===== config.mk =====
export PLATFORM = sky130hd
export DESIGN_NAME = vga_pixel_fetch
export DESIGN_NICKNAME = d
export VERILOG_FILES = /design/src/rtl/vga_pixel_fetch.sv
export SDC_FILE = /design/constraint.sdc
export NUM_CORES = 1
export LEC_CHECK = 0
export ABC_AREA = 1
export CORE_MARGIN = 2
export CORE_UTILIZATION = 48
export CTS_BUF_LIST = sky130_fd_sc_hd__clkbuf_8
export DETAILED_ROUTE_END_ITERATION = 8
export HOLD_SLACK_MARGIN = 0.06
export PLACE_DENSITY = 0.88
export SYNTH_ARGS = -nofsm -noshare
export SYNTH_HDL_FRONTEND = slang
export SYNTH_SLANG_ARGS = --single-unit

===== constraint.sdc =====
create_clock -name clk -period 5 [get_ports clk]
set_input_delay 1 -clock clk [delete_from_list [all_inputs] [get_ports clk]]
set_output_delay 1 -clock clk [all_outputs]
set_load 0.01 [all_outputs]

===== src/rtl/vga_pixel_fetch.sv =====
// vga_pixel_fetch: raster position to framebuffer reads, colour/sync pipeline alignment and tear-free buffer swap
module vga_pixel_fetch #(
    parameter int RD_LATENCY = 2
) (
    input  logic        clk,
    input  logic        rst,
    input  logic [9:0]  x,
    input  logic [9:0]  y,
    input  logic        hsync_in,
    input  logic        vsync_in,
    input  logic        active_in,
    input  logic        swap_req,
    output logic        swap_ack,
    output logic        display_buf,
    output logic [15:0] mem_addr,
    output logic        mem_rd_en,
    input  logic [7:0]  mem_data,
    output logic [3:0]  vga_r,
    output logic [3:0]  vga_g,
    output logic [3:0]  vga_b,
    output logic        vga_hs,
    output logic        vga_vs
);
    logic                  in_area;
    logic [14:0]           offset;
    logic                  vs_prev;
    logic                  vs_fall;
    logic                  do_swap;
    logic [RD_LATENCY-1:0] hs_pipe;
    logic [RD_LATENCY-1:0] vs_pipe;
    logic [RD_LATENCY-1:0] act_pipe;
    logic                  act_d;
    logic [3:0]            r_exp;
    logic [3:0]            g_exp;
    logic [3:0]            b_exp;

    // 4x downscale to the 160-wide framebuffer (160 = 128 + 32), visibility, and swap trigger
    always_comb begin
        in_area = (x < 10'd640) && (y < 10'd480);
        offset  = {y[9:2], 7'd0} + {2'd0, y[9:2], 5'd0} + {7'd0, x[9:2]};
        vs_fall = vs_prev & ~vsync_in;
        do_swap = vs_fall & swap_req;
    end

    // address stage: strobe inside the visible area, address held outside it
    always_ff @(posedge clk) begin
        if (rst) begin
            mem_rd_en <= 1'b0;
            mem_addr  <= 16'd0;
        end else begin
            mem_rd_en <= in_area;
            if (in_area)
                mem_addr <= {display_buf, offset};
        end
    end

    // sync and active delay lines, one stage per clock of memory latency
    always_ff @(posedge clk) begin
        if (rst) begin
            hs_pipe  <= '1;
            vs_pipe  <= '1;
            act_pipe <= '0;
        end else begin
            hs_pipe[0]  <= hsync_in;
            vs_pipe[0]  <= vsync_in;
            act_pipe[0] <= active_in;
            for (int i = 1; i < RD_LATENCY; i++) begin
                hs_pipe[i]  <= hs_pipe[i-1];
                vs_pipe[i]  <= vs_pipe[i-1];
                act_pipe[i] <= act_pipe[i-1];
            end
        end
    end

    // RRRGGGBB to 4-bit DAC codes by bit replication, blanked outside active video
    always_comb begin
        act_d = act_pipe[RD_LATENCY-1];
        r_exp = act_d ? {mem_data[7:5], mem_data[7]} : 4'd0;
        g_exp = act_d ? {mem_data[4:2], mem_data[4]} : 4'd0;
        b_exp = act_d ? {mem_data[1:0], mem_data[1:0]} : 4'd0;
    end

    // output register driving the DAC and connector syncs
    always_ff @(posedge clk) begin
        if (rst) begin
            vga_r  <= 4'd0;
            vga_g  <= 4'd0;
            vga_b  <= 4'd0;
            vga_hs <= 1'b1;
            vga_vs <= 1'b1;
        end else begin
            vga_r  <= r_exp;
            vga_g  <= g_exp;
            vga_b  <= b_exp;
            vga_hs <= hs_pipe[RD_LATENCY-1];
            vga_vs <= vs_pipe[RD_LATENCY-1];
        end
    end

    // buffer swap only on the vsync falling edge; vs_prev resets low so reset never looks like an edge
    always_ff @(posedge clk) begin
        if (rst) begin
            vs_prev     <= 1'b0;
            swap_ack    <= 1'b0;
            display_buf <= 1'b0;
        end else begin
            vs_prev     <= vsync_in;
            swap_ack    <= do_swap;
            display_buf <= display_buf ^ do_swap;
        end
    end
endmodule


# == After elaboration in Yosys (flattened, before gate mapping) ==
# Cells that the tools add are included.
# totals
wordCells,24
inputBits,34
ff_bits,40
out_inout_bits,33
# classes
reduce_logical,2
bitwise,5
magnitude_cmp,2
add_sub_neg,2
# ops
operator,n
15-bit by 13-bit adder with 15-bit output,1
15-bit by 8-bit adder with 15-bit output,1
"10-bit < comparator, second input constant",1
"10-bit by 9-bit < comparator with 1-bit output, second input constant",1
1-bit bitwise AND,2
1-bit inverter,2
2-bit OR reduction,1
1-bit logical AND,1
1-bit XOR,1

# == Logic depth before layout (Yosys ltp) ==
# logic_depth
depth_word,4
depth_mapped,12
mapped_depth_nobuf,12

# == Least setup slack after synthesis ==
# No wires, ideal clock.
# synth_path
path_kind,input port to flip-flop
start,in y[2]
end,reg mem_addr[12]
path_slack_ns,2.352
setup_time_ns,0.109
required_ns,4.891
n_path_buf,0
stages,12
t_arrival_ns,2.539
cell_sequence,inv_1 fa_1 inv_1 fa_1 nand2_1 nand2_1 nand3b_1 nand2_1 nand2_1 nand3_1 nand2_1 inv_1
# synth_via
elab_chain_cells,2
word_cells_on_any_way,4
cone_classes,add/sub (2); order compare (1); reduce/logical (1)
# synth_lines
item,line,source
from (decl),8,"input logic [9:0] y,"
15-bit by 13-bit adder with 15-bit output or 10-bit by 9-bit < comparator with 1-bit output (tied branches),"40, 39",
15-bit by 8-bit adder with 15-bit output or 1-bit logical AND (tied branches),"40, 39",
to (signal assigned),53,"mem_addr <= {display_buf, offset};"
to (decl),15,"output logic [15:0] mem_addr,"
# Parallel ways exist; a longest one is shown, timed or not.
# A chain may end at the register's enable or synchronous reset.

# == Worst setup path after layout ==
# Same ends and word-level chain as after synthesis.

==> results by group <==
Run status
  – Status: finished, final reports clean

Logic synthesis
  – Area leader, netlist: dfxtp_1
  – Seq/Total Area, Yosys: 43.8%
  – Synth Warn #: 0
  – Number of flops mapped to enable cells by yosys: 0
  – Distinct cells, synth: 25
  – Post-synth top cells: nand2_1, dfxtp_1, inv_1
  – Syn Inst Count: 207
  – Asr flop ratio synth: 0%
  – Top-area cell type share of the netlist area: 43.8%
  – Syn_area_per_cell: 7.94 µm²
  – Dominant synthesized flop cell: dfxtp_1
  – Yosys reg bits: 36
  – Count leader, synth: nand2_1
  – Cell Area, Synth: 1640 µm²
  – Area contributors post-synth: dfxtp_1, ha_1, nand2_1
  – Syn_nets: 258

Floorplanning
  – Die ar.: 3910 µm²
  – Die Y: 62.5 µm
  – Chip width: 62.5 µm
  – Core area: 3310 µm²
  – Initial Util: 49.7%
  – I/O Pins: 67
  – Site Rows: 21

Clocking
  – CTS Buf Count: 5
  – Worst-path clk slew: 70 ps
  – CTS tree: built
  – Hold buffer count at CTS: 0
  – CTS Sinks: 36
  – Bufs on Longest Clock Path: 2
  – Postcts setup bufs: 0
  – CTS root buffer: clkbuf_8
  – Worst-skew pair later-pin latency: 280 ps
  – CTS H-Tree Depth: 2
  – Post-CTS resize count: 0

Routing
  – Routed Antenna Nets: 0
  – Residual DRC: 0
  – Post-DR wirelength/cell: 10.6 µm
  – 1st-pass router iterations: 4
  – Via/cell ratio: 4.63
  – Initial DRC count: 26
  – Vias: 1459
  – Total Routed Length: 3340 µm

Global route
  – GRT Overall Usage: 18.5%
  – Pin count of the biggest net entering global routing: 21
  – Vias in the first global route: 1397
  – Grt total ovfl: 0
  – First-pass GRT wire length: 5840 µm
  – Initial antenna violation count: 0

Timing
  – Final hold viol count: 0
  – Period minus WS final: 3010 ps
  – Slew Viols, Final: 0
  – Slew @ Worst Pin: 695 ps
  – Setup-failing EPs final: 0
  – Fmax: 332 MHz
  – Final period util: 60.2%
  – Clock skew: 5.33 ps
  – Setup TNS: 0 ps
  – RSZ-0062 raised after global routing: false
  – Max-slew headroom: 53.5%

Setup path
  – CP max FO: 3
  – Endpoint type of the worst setup path: register
  – Crit Path Category: primary input to register
  – Crit start category: primary input
  – Required @ worst endpoint: 5180 ps
  – Critical path arrival: 3190 ps

Power and ir drop
  – Max VDD drop: 182 µV
  – Leakage power: 1.09 nW
  – Power per cell area: 276 nW/µm²

Cells and area
  – Filler cells: 285
  – Area Growth Syn to Fin: 43.4%
  – Layout cell share with drive strength beyond 1: 5.95%
  – Antenna cells: 0
  – NumNets Final: 319
  – Final Core Density: 71.2%

Placed design
  – Estimated wirelength of the detail-placed design: 2620 µm
  – Port bufs: 62
  – Placer congestion estimate: 0.878

Min path
  – Hold Crit Class: register to register

Flow run
  – Max cap viols: 0
cell families after synthesis:
| group | count (synthesis) | share of synthesized area, % |
|---|---|---|
| buf+inv | 39 | 10.5 |
| simple gates | 91 | 23.8 |
| xor+xnor | 2 | 1.07 |
| fa+ha+maj | 17 | 13.9 |
| compound gates | 22 | 6.93 |
| flops | 36 | 43.8 |
final timing paths:
kind          startpoint      endpoint  slack (ps)  depth (start not counted)
min          act_pipe[0]   act_pipe[1]         410                          2
max                 y[2]  mem_addr[12]        1990                         13
max reg2reg      vs_prev   display_buf        4270                          3
min reg2reg  act_pipe[0]   act_pipe[1]         410                          2
registers in the layout (all words and copies together), names as in the netlist:
name and flops:
vga_b 2, swap_ack 1, vs_pipe 2, vga_g 3, vga_r 3, mem_addr 16, vs_prev 1, vga_hs 1
act_pipe 2, mem_rd_en 1, hs_pipe 2, vga_vs 1, display_buf 1
metrics by stage:
stage                     total power, mW  hold WS (ps)  worst slack (ps)  cells  instance area [µm²]
after global placement              0.453           390              1740    307                 2270
final                               0.652           414              1990    315                 2360
after global routing                0.691           434              1840    315                 2360
after detailed placement            0.458           398              1680    307                 2270
after CTS                           0.656           414              2000    315                 2360
after floorplan                     0.395           388              2350    207                 1640
layout make-up:
| cell class | instances | area [µm²] | share of cell area, % |
|---|---|---|---|
| multi-input cells | 132 | 751 | 31.8 |
| flip-flops and latches | 36 | 721 | 30.6 |
| repair buffers | 62 | 621 | 26.3 |
| inverters | 31 | 118 | 4.99 |
| clock buffers | 6 | 82.6 | 3.50 |
| well taps | 46 | 57.6 | 2.44 |
| clock inverters | 2 | 7.51 | 0.318 |
worst max-delay path, stage by stage:
cell             delay, ps
clkdlybuf4s50_1        480
inv_1                   60
fa_1                   530
inv_1                   70
fa_1                   430
nand2_1                110
nand2_1                 80
nand3b_1               140
nand2_1                 70
nand2_1                 70
nand3_1                 60
nand2_1                 70
inv_1                   30
power by group:
| group | internal [mW] | switching [mW] | leakage (nW) |
|---|---|---|---|
| Combinational | 0.0742 | 0.0690 | 0.737 |
| Clock | 0.108 | 0.0922 | 0.0538 |
| Sequential | 0.302 | 0.00636 | 0.295 |
placed cells by master (no fill, tap or decap):
cell / count
or2_2: 6
inv_1: 31
o21ai_0: 6
a21oi_1: 14
nand3_1: 7
nand3b_1: 2
dfxtp_1: 36
nand4_1: 1
clkdlybuf4s50_1: 62
xor2_1: 1
nand2_1: 48
or2_1: 1
o21ai_1: 1
a21oi_2: 1
clkbuf_8: 6
nor2_1: 23
fa_1: 2
clkinv_1: 1
ha_1: 15
xnor2_1: 1
nor3_1: 1
clkinv_2: 1
nand3_2: 2
layer usage:
metal | share of wire (%) | global-route usage (%)
met4 | 1.4 | 6.11
met2 | 49 | 34.1
met3 | 4.8 | 5.41
met5 | 0 | 0
met1 | 44 | 20.2
No activity file was read; power rests on OpenSTA's default activity.
